`src/rtl/rgb_gray_pkg.sv`:
```
`default_nettype none
//============================================================================
// Package : rgb_gray_pkg
// Desc    : Shared types and constants for the RGB/gray/binary pipeline.
// Rev     : 1.0  initial release
//============================================================================
package rgb_gray_pkg;

    typedef enum logic [1:0] {
        MODE_PASS    = 2'd0,
        MODE_GRAY    = 2'd1,
        MODE_BIN     = 2'd2,
        MODE_STRETCH = 2'd3
    } mode_e;

    // Luma weights; they sum to 256 so the weighted sum never overflows DW+8 bits.
    localparam logic [7:0] COEF_R = 8'd76;
    localparam logic [7:0] COEF_G = 8'd150;
    localparam logic [7:0] COEF_B = 8'd30;

    localparam int PIPE_LAT = 3;

endpackage
`default_nettype wire

```
`src/rtl/gray_stretch_lut.sv`:
```
`default_nettype none
//============================================================================
// Module : gray_stretch_lut
// Desc   : Combinational three-segment contrast stretch of a DW-bit gray value.
// Rev    : 1.0  initial release
//============================================================================
module gray_stretch_lut #(
    parameter int DW = 8
) (
    input  logic [DW-1:0] i_g,
    output logic [DW-1:0] o_s
);

    localparam logic [DW-1:0] C_Q    = DW'(1 << (DW - 2));
    localparam logic [DW-1:0] C_3Q   = DW'(3 << (DW - 2));
    localparam logic [DW-1:0] C_Q_H  = DW'(1 << (DW - 3));
    localparam logic [DW-1:0] C_7Q_H = DW'(7 << (DW - 3));

    logic [DW-1:0] w_d;

    // floor(3d/2) == d + floor(d/2), which keeps the middle segment in DW bits.
    always_comb begin
        w_d = '0;
        if (i_g < C_Q) begin
            o_s = i_g >> 1;
        end else if (i_g < C_3Q) begin
            w_d = i_g - C_Q;
            o_s = C_Q_H + w_d + (w_d >> 1);
        end else begin
            o_s = C_7Q_H + ((i_g - C_3Q) >> 1);
        end
    end

endmodule
`default_nettype wire

```
`src/rtl/rgb_gray_binary_pipe.sv`:
```
`default_nettype none
//============================================================================
// Module : rgb_gray_binary_pipe
// Desc   : 3-stage RGB -> pass/gray/binary/stretch pipe with per-frame
//          foreground counter. Macro RGB_GRAY_BIN_HYST_EN adds line hysteresis.
// Rev    : 1.0  initial release
//============================================================================
module rgb_gray_binary_pipe
    import rgb_gray_pkg::*;
#(
    parameter int DW         = 8,
    parameter int XYW        = 12,
    parameter int CNT_W      = 22,
    parameter int TH_DEFAULT = 40,
    parameter bit VS_POL     = 1'b1
) (
    input  logic              clk,
    input  logic              rst_n,
    input  logic              i_hs,
    input  logic              i_vs,
    input  logic              i_de,
    input  logic [XYW-1:0]    i_x,
    input  logic [XYW-1:0]    i_y,
    input  logic [3*DW-1:0]   i_data,
    input  logic [1:0]        mode_set,
    input  logic [DW-1:0]     threshold_set,
`ifdef RGB_GRAY_BIN_HYST_EN
    input  logic [DW-1:0]     hyst,
`endif
    output logic              o_hs,
    output logic              o_vs,
    output logic              o_de,
    output logic [XYW-1:0]    o_x,
    output logic [XYW-1:0]    o_y,
    output logic [3*DW-1:0]   o_data,
    output logic              th_flag,
    output logic [CNT_W-1:0]  o_fg_cnt,
    output logic              o_fg_valid
);

    localparam int SBW = 3 + 2 * XYW;

    // Sideband {hs, vs, de, x, y} shift line, one entry per pipe stage.
    logic [SBW-1:0]   sb_q [PIPE_LAT];
    logic [SBW-1:0]   sb_d [PIPE_LAT];

    logic             vs_d_q;
    mode_e            mode_sh_q, mode_sh_d;
    logic [DW-1:0]    th_sh_q, th_sh_d;

    logic [DW+7:0]    prod_r_q, prod_g_q, prod_b_q;
    logic [DW+7:0]    prod_r_d, prod_g_d, prod_b_d;
    logic [3*DW-1:0]  data1_q, data2_q, o_data_q, o_data_d;
    logic [DW-1:0]    gray_q, gray_d;
    mode_e            s2_mode_q;
    logic [DW-1:0]    s2_th_q;
    logic             th_flag_q, th_flag_d;

    logic [CNT_W-1:0] cnt_q, cnt_d, fg_cnt_q, fg_cnt_d;
    logic             fg_valid_q, fg_valid_d;
    logic             frame_seen_q, frame_seen_d;

    logic [DW+7:0]    w_sum;
    logic [DW-1:0]    w_stretch;
    logic             w_fs, w_dec, w_de_s2, w_fg_hit;

`ifdef RGB_GRAY_BIN_HYST_EN
    logic [DW-1:0]    hyst_sh_q, hyst_sh_d, s2_hyst_q, w_th_lo;
    logic             hyst_st_q, hyst_st_d;
`endif

    gray_stretch_lut #(.DW(DW)) u_stretch (
        .i_g (gray_q),
        .o_s (w_stretch)
    );

    assign w_fs     = (i_vs == VS_POL) && (vs_d_q != VS_POL);
    assign w_de_s2  = sb_q[PIPE_LAT-2][2*XYW];
    assign w_fg_hit = o_de && th_flag_q;

    always_comb begin
        sb_d[0] = {i_hs, i_vs, i_de, i_x, i_y};
        for (int k = 1; k < PIPE_LAT; k++) begin
            sb_d[k] = sb_q[k-1];
        end

        prod_r_d = {8'b0, i_data[3*DW-1:2*DW]} * {{DW{1'b0}}, COEF_R};
        prod_g_d = {8'b0, i_data[2*DW-1:DW]}   * {{DW{1'b0}}, COEF_G};
        prod_b_d = {8'b0, i_data[DW-1:0]}      * {{DW{1'b0}}, COEF_B};

        w_sum  = prod_r_q + prod_g_q + prod_b_q;
        gray_d = DW'(w_sum >> 8);

        mode_sh_d = w_fs ? mode_e'(mode_set) : mode_sh_q;
        th_sh_d   = w_fs ? threshold_set     : th_sh_q;

`ifdef RGB_GRAY_BIN_HYST_EN
        hyst_sh_d = w_fs ? hyst : hyst_sh_q;
        w_th_lo   = (s2_th_q > s2_hyst_q) ? (s2_th_q - s2_hyst_q) : '0;
        w_dec     = hyst_st_q ? (gray_q >= w_th_lo) : (gray_q >= s2_th_q);
        // Holding the state only while de is high clears it at every line end.
        hyst_st_d = w_de_s2 && w_dec;
`else
        w_dec     = (gray_q >= s2_th_q);
`endif

        th_flag_d = w_dec;
        case (s2_mode_q)
            MODE_PASS: o_data_d = data2_q;
            MODE_GRAY: o_data_d = {3{gray_q}};
            MODE_BIN:  o_data_d = w_dec ? {3*DW{1'b1}} : '0;
            default:   o_data_d = {3{w_stretch}};
        endcase

        cnt_d        = cnt_q;
        fg_cnt_d     = fg_cnt_q;
        fg_valid_d   = 1'b0;
        frame_seen_d = frame_seen_q;
        if (w_fs) begin
            if (frame_seen_q) begin
                fg_cnt_d   = cnt_q;
                fg_valid_d = 1'b1;
            end
            frame_seen_d = 1'b1;
            // A hit landing on the frame-start cycle belongs to the new frame.
            cnt_d = w_fg_hit ? CNT_W'(1) : '0;
        end else if (w_fg_hit && (cnt_q != {CNT_W{1'b1}})) begin
            cnt_d = cnt_q + CNT_W'(1);
        end
    end

    always_ff @(posedge clk or negedge rst_n) begin
        if (!rst_n) begin
            for (int k = 0; k < PIPE_LAT; k++) begin
                sb_q[k] <= '0;
            end
            vs_d_q       <= 1'b0;
            mode_sh_q    <= MODE_PASS;
            th_sh_q      <= DW'(TH_DEFAULT);
            prod_r_q     <= '0;
            prod_g_q     <= '0;
            prod_b_q     <= '0;
            data1_q      <= '0;
            data2_q      <= '0;
            gray_q       <= '0;
            s2_mode_q    <= MODE_PASS;
            s2_th_q      <= '0;
            o_data_q     <= '0;
            th_flag_q    <= 1'b0;
            cnt_q        <= '0;
            fg_cnt_q     <= '0;
            fg_valid_q   <= 1'b0;
            frame_seen_q <= 1'b0;
`ifdef RGB_GRAY_BIN_HYST_EN
            hyst_sh_q    <= '0;
            s2_hyst_q    <= '0;
            hyst_st_q    <= 1'b0;
`endif
        end else begin
            for (int k = 0; k < PIPE_LAT; k++) begin
                sb_q[k] <= sb_d[k];
            end
            vs_d_q       <= i_vs;
            mode_sh_q    <= mode_sh_d;
            th_sh_q      <= th_sh_d;
            prod_r_q     <= prod_r_d;
            prod_g_q     <= prod_g_d;
            prod_b_q     <= prod_b_d;
            data1_q      <= i_data;
            data2_q      <= data1_q;
            gray_q       <= gray_d;
            s2_mode_q    <= mode_sh_q;
            s2_th_q      <= th_sh_q;
            o_data_q     <= o_data_d;
            th_flag_q    <= th_flag_d;
            cnt_q        <= cnt_d;
            fg_cnt_q     <= fg_cnt_d;
            fg_valid_q   <= fg_valid_d;
            frame_seen_q <= frame_seen_d;
`ifdef RGB_GRAY_BIN_HYST_EN
            hyst_sh_q    <= hyst_sh_d;
            s2_hyst_q    <= hyst_sh_q;
            hyst_st_q    <= hyst_st_d;
`endif
        end
    end

    assign {o_hs, o_vs, o_de, o_x, o_y} = sb_q[PIPE_LAT-1];
    assign o_data     = o_data_q;
    assign th_flag    = th_flag_q;
    assign o_fg_cnt   = fg_cnt_q;
    assign o_fg_valid = fg_valid_q;

endmodule
`default_nettype wire
```
`config.mk`:
```
export PLATFORM = sky130hd
export DESIGN_NAME = rgb_gray_binary_pipe
export DESIGN_NICKNAME = d
export VERILOG_FILES = /design/src/rtl/rgb_gray_pkg.sv /design/src/rtl/gray_stretch_lut.sv /design/src/rtl/rgb_gray_binary_pipe.sv
export SDC_FILE = /design/constraint.sdc
export NUM_CORES = 1
export LEC_CHECK = 0
export ABC_AREA = 1
export CAP_MARGIN = 0
export CORE_UTILIZATION = 50
export DETAILED_ROUTE_END_ITERATION = 8
export GPL_ROUTABILITY_DRIVEN = 0
export PLACE_DENSITY = 0.73
export SLEW_MARGIN = 20
export SYNTH_ARGS = -nofsm -noshare
export SYNTH_HDL_FRONTEND = slang
export SYNTH_SLANG_ARGS = --single-unit
```
`constraint.sdc`:
```
create_clock -name clk -period 2.1 [get_ports clk]
set_input_delay 0.63 -clock clk [delete_from_list [all_inputs] [get_ports clk]]
set_output_delay 0.63 -clock clk [all_outputs]
set_load 0.1 [all_outputs]
```
==> metrics.txt <==
Final Util=0.733; site row count=57; Worst-Skew Late Latency=~540 ps; per-cell routed wire length=16.9 microns; Synth Register Bits=around 270; Synth Warn #=0; Tmin final=about 2800 ps; slowest stage delay, CP=~510 ps; number of diodes=0; Finish-stage setup viols=18; post-placement cell count=roughly 1,800; Overflow after GRT=0; TritonCTS buffer count=25; HP Class=in2reg; CP endpoint=prod_g_q[14]$_DFF_PN0_; vias in the first global route=between 9,000 and 10,000; max-cap violations=0; Final Max Slew Viols=0; CP dominant cell by count=ha_4; vias per inst=5.16; Core Area=roughly 24,000 sq um; register share of total power=0.261; slowest stage cell, crit path=fa_1; design area=17,800 sq um; DIE AREA=between 20,000 and 30,000 sq um; Cell Area, Synth=approximately 12,000 sq um; Setup CP Type=in2reg; RSZ-0062 raised after global routing=true; status=finished, violations left; Hold Fails Final Rpt=0; post-route ant nets=0; largest net degree at the start of global routing=63; Internal Pwr Total=between 10 and 15 mW; Starting Density=0.510; switch share=0.432; peak supply drop=1020 uV; first drt pass iteration count=7; share of cells above drive strength 1=0.307; fin nets=approximately 1,700; via count=approximately 9,400; Fill cells=1,511; routed wire length=30,800 microns; Die Y-Extent=159 microns; crit path max fanout=4; startpoint types=primary input; TritonCTS clock tree=done; failing checks=setup timing; Worst Path Arrival=3270 ps; Synth cell types=36; initial antenna violation count=0; Comb power frac=0.562; beginning of the critical path=i_data[14]; critical path required time=approximately 2500 ps; P_leak=approximately 8.5 nW; r2r endpoint=gray_q[6]$_DFF_PN0_; share of total power in the clock network=0.177; cell count after synthesis=~1,200; CTS clk-pin slew, worst paths=70 ps; PD cells=roughly 1500 nW/um^2; type of destination of the critical path=flip-flop; reg2reg path depth=9; Top-Level Pins=between 100 and 150; Rel. slew slack=0.739; Root Buffer=clkbuf_16; Final Skew=roughly 12 ps; fin crit share=1.35; initial DRC count=~620; total global-route track usage=0.240; Post-Layout Cell Count=between 1,500 and 2,000; final total power=roughly 26 mW; Clock Tree Buf Depth=3; slack of the worst reg-to-reg path=-10 ps; Synthesized Nets=1,404; NetSw=around 11 mW; area delta synth->final=43.9%; Slew @ Worst Pin=387 ps; DRC Markers=0; f_max=352 MHz; worst r2r src=prod_b_q[11]$_DFF_PN0_; crit path cell chain=buf_6 -> ha_4 -> ha_4 -> inv_2 -> fa_1 -> fa_1 -> inv_2 -> ha_4 -> buf_6 -> nand2_4 -> nor2_4 -> nand3_1 -> nand3_2 -> nand2_1 -> inv_1 -> nor2_1; Post-DP HPWL=21,000 microns; placed cell areas=16,000 sq um; TritonCTS Sinks=roughly 270; port bufs=~140; H-tree lvl count=1; PnR worst setup slack=-742 ps; worst hold margin=310 ps; first-pass GRT wire length=just under 50,000 microns; post-synthesis area per instance=about 10 sq um; width of the die=159 microns; register area share after synthesis=0.537
[cells by family after synthesis]
group	Yosys count	synth area share
AO/OA/AOI/OAI	114	0.0516
XOR/XNOR	38	0.0269
adder cells (fa/ha/maj)	146	0.170
buffers and inverters	160	0.0512
flip-flops	265	0.537
AND/OR/NAND/NOR	472	0.164
[metrics by stage]
step / worst slack [ps] / setup TNS (ps)
final: -742 / -6450
after global routing: -838 / -7610
after CTS: -693 / -5370
after detailed placement: -1620 / -33410
after global placement: -1560 / -32040
after floorplan: -958 / -11240
[cell usage after synthesis (all sizes together)]
library cell	count	share of area
nand3	68	0.028
o2111ai	1	0.00071
o211ai	1	0.00061
ha	110	0.11
clkinv	1	0.00071
a31oi	6	0.0030
inv	144	0.044
nand3b	3	0.0018
dfstp	2	0.0043
xnor2	8	0.0057
or2	1	0.00051
a21o	7	0.0043
and2	1	0.00051
nor3	3	0.0012
nand2	281	0.087
o21ai	52	0.023
nor2	81	0.027
fa	36	0.058
o21bai	2	0.0012
nand4	34	0.017
a21oi	43	0.017
o21a	2	0.0012
xor2	30	0.021
clkbuf	10	0.0030
buf	5	0.0037
dfrtp	263	0.53
[cell usage in the layout, fill, tap and decap left out, types with 23 or more instances in the layout]
cell	Yosys	layout
buf_12	0	79
buf_4	0	125
clkbuf_16	0	25
clkdlybuf4s50_1	0	37
dfrtp_1	263	261
fa_1	36	31
ha_1	110	67
ha_4	0	41
inv_1	143	117
inv_2	1	24
nand2_1	275	249
nand2_2	4	23
nand3_1	68	57
nand4_1	34	34
nor2_1	75	66
o21ai_0	37	28
xor2_1	30	29
[per-layer routing]
layer	global-route usage	up-vias	share of wire
li1	-	4432	-
met2	0.434	339	0.52
met5	0	-	0
met1	0.298	4578	0.40
met4	0.0865	0	0.037
met3	0.0271	84	0.043
[flip-flops by register name (all words and copies together), names as in the netlist, 12 cells and up]
| signal | cells |
|---|---|
| o_data | 24 |
| o_y | 12 |
| sb_d | 54 |
| o_x | 12 |
| prod_g_q | 14 |
| prod_r_q | 12 |
| data1_q | 24 |
| cnt_q | 22 |
| data2_q | 24 |
| o_fg_cnt | 22 |
[power by group through the flow]
stage                     clock network [mW]  logic [mW]  registers (mW)
after global routing                    4.89        15.6            6.85
after floorplan                            0        5.56            8.82
final                                   4.60        14.6            6.76
after detailed placement                   0        11.6            6.87
after CTS                               4.68        12.4            6.79
after global placement                     0        11.4            6.84
[worst min-delay path by stage]
stage,depth (start not counted),slack (ps),end,start
after floorplan,0,330,cnt_q[0]$_DFFE_PN0P_,rst_n
after global placement,0,330,sb_d[5]$_DFF_PN0_,sb_d[32]$_DFF_PN0_
after detailed placement,0,330,o_hs$_DFF_PN0_,sb_d[26]$_DFF_PN0_
after CTS,2,290,data1_q[5]$_DFF_PN0_,i_data[5]
after global routing,2,290,data1_q[5]$_DFF_PN0_,i_data[5]
final,2,310,data1_q[5]$_DFF_PN0_,i_data[5]
[layout make-up]
cell class / instances / area (sq um) / area share
multi-input combinational: 770 / 6070 / 0.341
timing repair buffer: 277 / 3280 / 0.184
inverter: 145 / 559 / 0.0314
sequential: 265 / 6640 / 0.373
tap: 324 / 405 / 0.0228
clock buffer: 29 / 651 / 0.0366
clock inverter: 17 / 186 / 0.0105
[worst max-delay path, delay by kind of cell]
family                     cells  cell delay [ps]
and+or+nand+nor                6              520
buffers and inverters          5              360
adders and majority gates      5             1750
[repair_timing]
| action | 4_1_cts | 5_1_grt |
|---|---|---|
| resized for setup | 183 | 86 |
| pin swaps | 65 | 74 |
| buffers inserted | 15 | 20 |
| endpoints found under the hold margin | 24 | 0 |
| endpoints found under the setup margin | 39 | 44 |
| hold buffers | 1 | 0 |
(Power assumes the default switching activity.)
